**src/rtl/nand3_resp_check.sv**
```systemverilog
// Response checker for a NAND3 cell and its two load taps.
// Ports: Clock/Reset, vec_valid/vec_ready handshake, A/B/C in, Y/Yld0/Yld1 observed, stats out.
module nand3_resp_check #(
  parameter int SETTLE = 4,
  parameter int CNT_W  = 8
) (
  input  logic             Clock,
  input  logic             Reset,
  input  logic             vec_valid,
  output logic             vec_ready,
  input  logic             A,
  input  logic             B,
  input  logic             C,
  input  logic             Y,
  input  logic             Yld0,
  input  logic             Yld1,
  output logic [CNT_W-1:0] vec_count,
  output logic [CNT_W-1:0] err_count,
  output logic             mismatch,
  output logic             first_fail,
  output logic [2:0]       first_vec,
  output logic             busy
);

  localparam logic [1:0] S_IDLE   = 2'd0;
  localparam logic [1:0] S_SETTLE = 2'd1;
  localparam logic [1:0] S_SAMPLE = 2'd2;

  localparam logic [7:0] SET_LD = 8'(SETTLE - 1);
  localparam logic [CNT_W-1:0] CMAX = {CNT_W{1'b1}};

  logic [1:0]       state_q, state_d;
  logic [7:0]       cnt_q, cnt_d;
  logic [2:0]       vec_q, vec_d;
  logic [CNT_W-1:0] vcnt_q, vcnt_d;
  logic [CNT_W-1:0] ecnt_q, ecnt_d;
  logic             mis_q, mis_d;
  logic             ff_q, ff_d;
  logic [2:0]       fv_q, fv_d;
  logic             rdy_q, rdy_d;
  logic             busy_q, busy_d;

  logic exp_y;
  logic fail;

  assign exp_y = ~&vec_q;

  // X/Z on any observed output must count as a miss,
  // hence the case-inequality.
  assign fail = (Y    !== exp_y) |
                (Yld0 !== exp_y) |
                (Yld1 !== exp_y);

  always_comb begin
    state_d = state_q;
    cnt_d   = cnt_q;
    vec_d   = vec_q;
    vcnt_d  = vcnt_q;
    ecnt_d  = ecnt_q;
    mis_d   = 1'b0;
    ff_d    = ff_q;
    fv_d    = fv_q;
    unique case (state_q)
      S_IDLE: begin
        if (vec_valid) begin
          vec_d   = {A, B, C};
          cnt_d   = SET_LD;
          state_d = S_SETTLE;
        end
      end
      S_SETTLE: begin
        if (cnt_q == 8'd0) begin
          state_d = S_SAMPLE;
        end else begin
          cnt_d = cnt_q - 8'd1;
        end
      end
      S_SAMPLE: begin
        if (vcnt_q != CMAX) begin
          vcnt_d = vcnt_q + 1'b1;
        end
        if (fail) begin
          mis_d = 1'b1;
          if (ecnt_q != CMAX) begin
            ecnt_d = ecnt_q + 1'b1;
          end
          if (!ff_q) begin
            ff_d = 1'b1;
            fv_d = vec_q;
          end
        end
        state_d = S_IDLE;
      end
      default: begin
        state_d = S_IDLE;
      end
    endcase
    // Handshake flags are registered copies of the next state.
    rdy_d  = (state_d == S_IDLE);
    busy_d = (state_d != S_IDLE);
  end

  always_ff @(posedge Clock) begin
    if (Reset) begin
      state_q <= S_IDLE;
      cnt_q   <= 8'd0;
      vec_q   <= 3'b000;
      vcnt_q  <= '0;
      ecnt_q  <= '0;
      mis_q   <= 1'b0;
      ff_q    <= 1'b0;
      fv_q    <= 3'b000;
      rdy_q   <= 1'b1;
      busy_q  <= 1'b0;
    end else begin
      state_q <= state_d;
      cnt_q   <= cnt_d;
      vec_q   <= vec_d;
      vcnt_q  <= vcnt_d;
      ecnt_q  <= ecnt_d;
      mis_q   <= mis_d;
      ff_q    <= ff_d;
      fv_q    <= fv_d;
      rdy_q   <= rdy_d;
      busy_q  <= busy_d;
    end
  end

  assign vec_ready  = rdy_q;
  assign busy       = busy_q;
  assign vec_count  = vcnt_q;
  assign err_count  = ecnt_q;
  assign mismatch   = mis_q;
  assign first_fail = ff_q;
  assign first_vec  = fv_q;

endmodule
```
**config.mk**
```make
export PLATFORM = sky130hd
export DESIGN_NAME = nand3_resp_check
export DESIGN_NICKNAME = d
export VERILOG_FILES = /design/src/rtl/nand3_resp_check.sv
export SDC_FILE = /design/constraint.sdc
export NUM_CORES = 1
export LEC_CHECK = 0
export CAP_MARGIN = 20
export CORE_AREA = 2 2 60 62
export DETAILED_ROUTE_END_ITERATION = 8
export DIE_AREA = 0 0 62 64
export PLACE_DENSITY = 0.76
export SLEW_MARGIN = 20
export SYNTH_ARGS = -nofsm -noshare
export SYNTH_HDL_FRONTEND = slang
export SYNTH_SLANG_ARGS = --single-unit
```
**constraint.sdc**
```tcl
create_clock -name Clock -period 2.12 [get_ports Clock]
set_clock_uncertainty 0.05 [all_clocks]
set_input_delay 0.53 -clock Clock [delete_from_list [all_inputs] [get_ports Clock]]
set_output_delay 0.53 -clock Clock [all_outputs]
set_load 0.005 [all_outputs]
```
==> flow_summary.yaml <==
cells_and_area:
  final_nets: 228
  finalNonFillerCells: 263
  final_common_cell: "dfxtp_1"
  antennaDiodeCount: 0
  syn_to_final_growth_pct: 28.0
  drive_gt1_frac: 0.0968
  final_cell_area_um2: 2060
  final_cell_mix: "dfxtp_1, nor2_1, clkdlybuf4s50_1"
place:
  portBuffers: 31
  hpwl_mm: 2.57
  place_congestion: 0.866
  placed_area_um2: 2010
  post-place-cells: 255
routing:
  drc_errors: 0
  dr_wl_met2_mm: 1.75
  drtIter0Drc: 29
  drtPass1Iterations: 4
  routed_via_density: 5.16
  met3_wirelength_um: 161
  wl_per_cell_um: 13.0
  ant_nets: 0
  vias: 1358
  highest_layer: "met4"
  wirelength_mm: 3.41
  m1WireLength_mm: 1.45
worst_setup_path:
  startpoint_type: "register"
  crit_fanout: 6
  critical_path_cell_count: 1
  regToRegSetupSlack_ns: 0.39
  cp-end-kind: "output port"
  r2r-end: "cnt_q[1]"
  crit_chain: "clkdlybuf4s50_1"
  cp_top_family: "buffers and inverters"
  required_ns: 1.54
  max_stage_delay_ns: 0.55
  cpMaxStageDelayCell: "clkdlybuf4s50_1"
  worstPathArrival_ns: 1.32
  r2r-start: "cnt_q[2]"
  path_class: "register to output port"
  cp-startpoint: "vec_count[2]"
  critPathBufInv: 1
  crit_path_end: "vec_count[2]"
  rr_worst_depth: 5
sta:
  setup_viol: 0
  fin_crit_sh: 0.898
  final.setup.tns_ns: 0
  tightest_slew_ns: 0.446
  slew_viol_final: 0
  period_minus_slack_ns: 1.90
  relSlewSlack: 0.702
  rsz0062_at_grt: "false"
  max_freq_mhz: 525
  finalHoldViolations: 0
synth:
  synth_area_leaders: "dfxtp_1, nor2_1, xor2_1"
  synthCells: 177
  yosysTopAreaCell: "dfxtp_1"
  yosys.area.top_type_share: 0.447
  synth.distinct_cells: 41
  syn_area_per_cell_um2: 9.11
  synth-seq-cells: 36
  ys_warn_count: 0
  syn_nets: 189
  yosysSeqAreaShare: 0.447
  syn_area_um2: 1610
power:
  p_leak_nw: 0.749
  ir_drop_v: 0.000417
  power_density_nw_per_um2: 698
  power_w: 0.00144
flow_run:
  maxCapViolCount: 0
grt:
  grt_pass1_vias: 1317
  grt_util_all_layers: 0.194
  overflow: 0
  grt_max_degree: 16
  grt_pass1_wl_mm: 5.72
  grt_antenna_before_repair: 0
die:
  die_h_um: 64
  row_count: 21
  core_area_um2: 3280
  initial_core_util: 0.491
  die-area_um2: 3970
  io_pins: 32
  dieWidth_um: 62
clocking:
  cts_buffers: 5
  root_buffer: "clkbuf_4"
  cts_max_level: 2
  cts_sinks: 36
  clk_latency_ns: 0.33
  holdBufCountCts: 0
  cts_tree: "yes"
  clk_path_buf_depth: 2
  clk_pin_slew_worst_paths_ns: 0.10
  postCtsSetupBuffers: 0
  post_cts_resized: 0
hold_path:
  worstHoldPathType: "register to register"
  hold_path_depth: 2
status:
  status: "finished, final reports clean"
-- final cells by class --
type,count,area [um2]
Clock buffer,8,58.8
Fill cell,294,1220
Inverter,5,18.8
Multi-Input combinational cell,131,853
Sequential cell,36,721
Tap cell,46,57.6
Timing Repair Buffer,37,355
-- synth_stat cells --
cell type  number
dfxtp_1        36
nor2_1         31
xor2_1         13
nand2_1        10
nand3_1         9
nor3_1          8
mux2i_1         6
o21ai_0         6
a21oi_1         5
inv_1           5
clkbuf_1        3
ha_1            3
nand2b_1        3
nand4_1         3
nor2b_1         3
o211ai_1        3
a31oi_1         2
and2b_2         2
nand4b_1        2
o2111ai_1       2
xnor2_1         2
a211oi_1        1
a311oi_1        1
a31oi_2         1
a41oi_2         1
and3_1          1
and4_1          1
and4b_1         1
buf_1           1
buf_2           1
mux2i_4         1
nand2_4         1
nand3_2         1
nor3b_1         1
nor4_4          1
o21a_1          1
o311a_1         1
or2_1           1
or2_2           1
or3_1           1
or4_1           1
-- registers in the layout (all words and copies together) (netlist names) --
| signal | count |
|---|---|
| first_vec | 3 |
| mismatch | 1 |
| state_q | 2 |
| err_count | 8 |
| vec_count | 8 |
| vec_ready | 1 |
| first_fail | 1 |
| vec_q | 3 |
| busy | 1 |
| cnt_q | 8 |
-- metal layers --
metal  up-vias  track usage
li1        692            -
met1       639        0.209
met2        21        0.328
met3         6       0.0789
met4         0       0.0718
met5         -            0
-- worst min-delay path, delay by kind of cell (launching register included) --
family	cells	cell delay, ns
DFF	1	0.32
AOI/OAI and AO/OA	1	0.05
and+or+nand+nor	1	0.05
-- worst min-delay path by stage --
| stage | from | end | slack, ns |
|---|---|---|---|
| finish | first_vec[2] | first_vec[2] | 0.41 |
| global route | first_vec[2] | first_vec[2] | 0.45 |
| CTS | first_vec[2] | first_vec[2] | 0.42 |
| detailed placement | first_vec[2] | first_vec[2] | 0.41 |
| global placement | first_vec[2] | first_vec[2] | 0.40 |
| floorplan | first_vec[0] | first_vec[0] | 0.40 |
-- kinds of logic after synthesis --
logic type	after synthesis	share of synthesized area
and+or+nand+nor	82	0.268
muxes	7	0.0512
adders and majority gates	3	0.0233
DFF	36	0.447
xor gates and xnor gates	15	0.0815
AOI/OAI and AO/OA	24	0.106
buffers and inverters	10	0.0240
-- power by group --
group          total, W  leakage [nW]  internal [W]  switching, W
Combinational  0.000291         0.424      0.000145      0.000146
Clock          0.000372        0.0326      0.000164      0.000208
Sequential     0.000778         0.293      0.000723     0.0000552
-- per-stage QoR --
stage               utilization  setup slack [ns]  hold slack [ns]
floorplan                     -             0.418            0.403
global placement          0.611            0.0476            0.398
CTS                       0.629             0.205            0.420
detailed placement        0.611           -0.0355            0.407
finish                    0.629             0.215            0.413
global route              0.629             0.142            0.449
(Power assumes the default switching activity.)
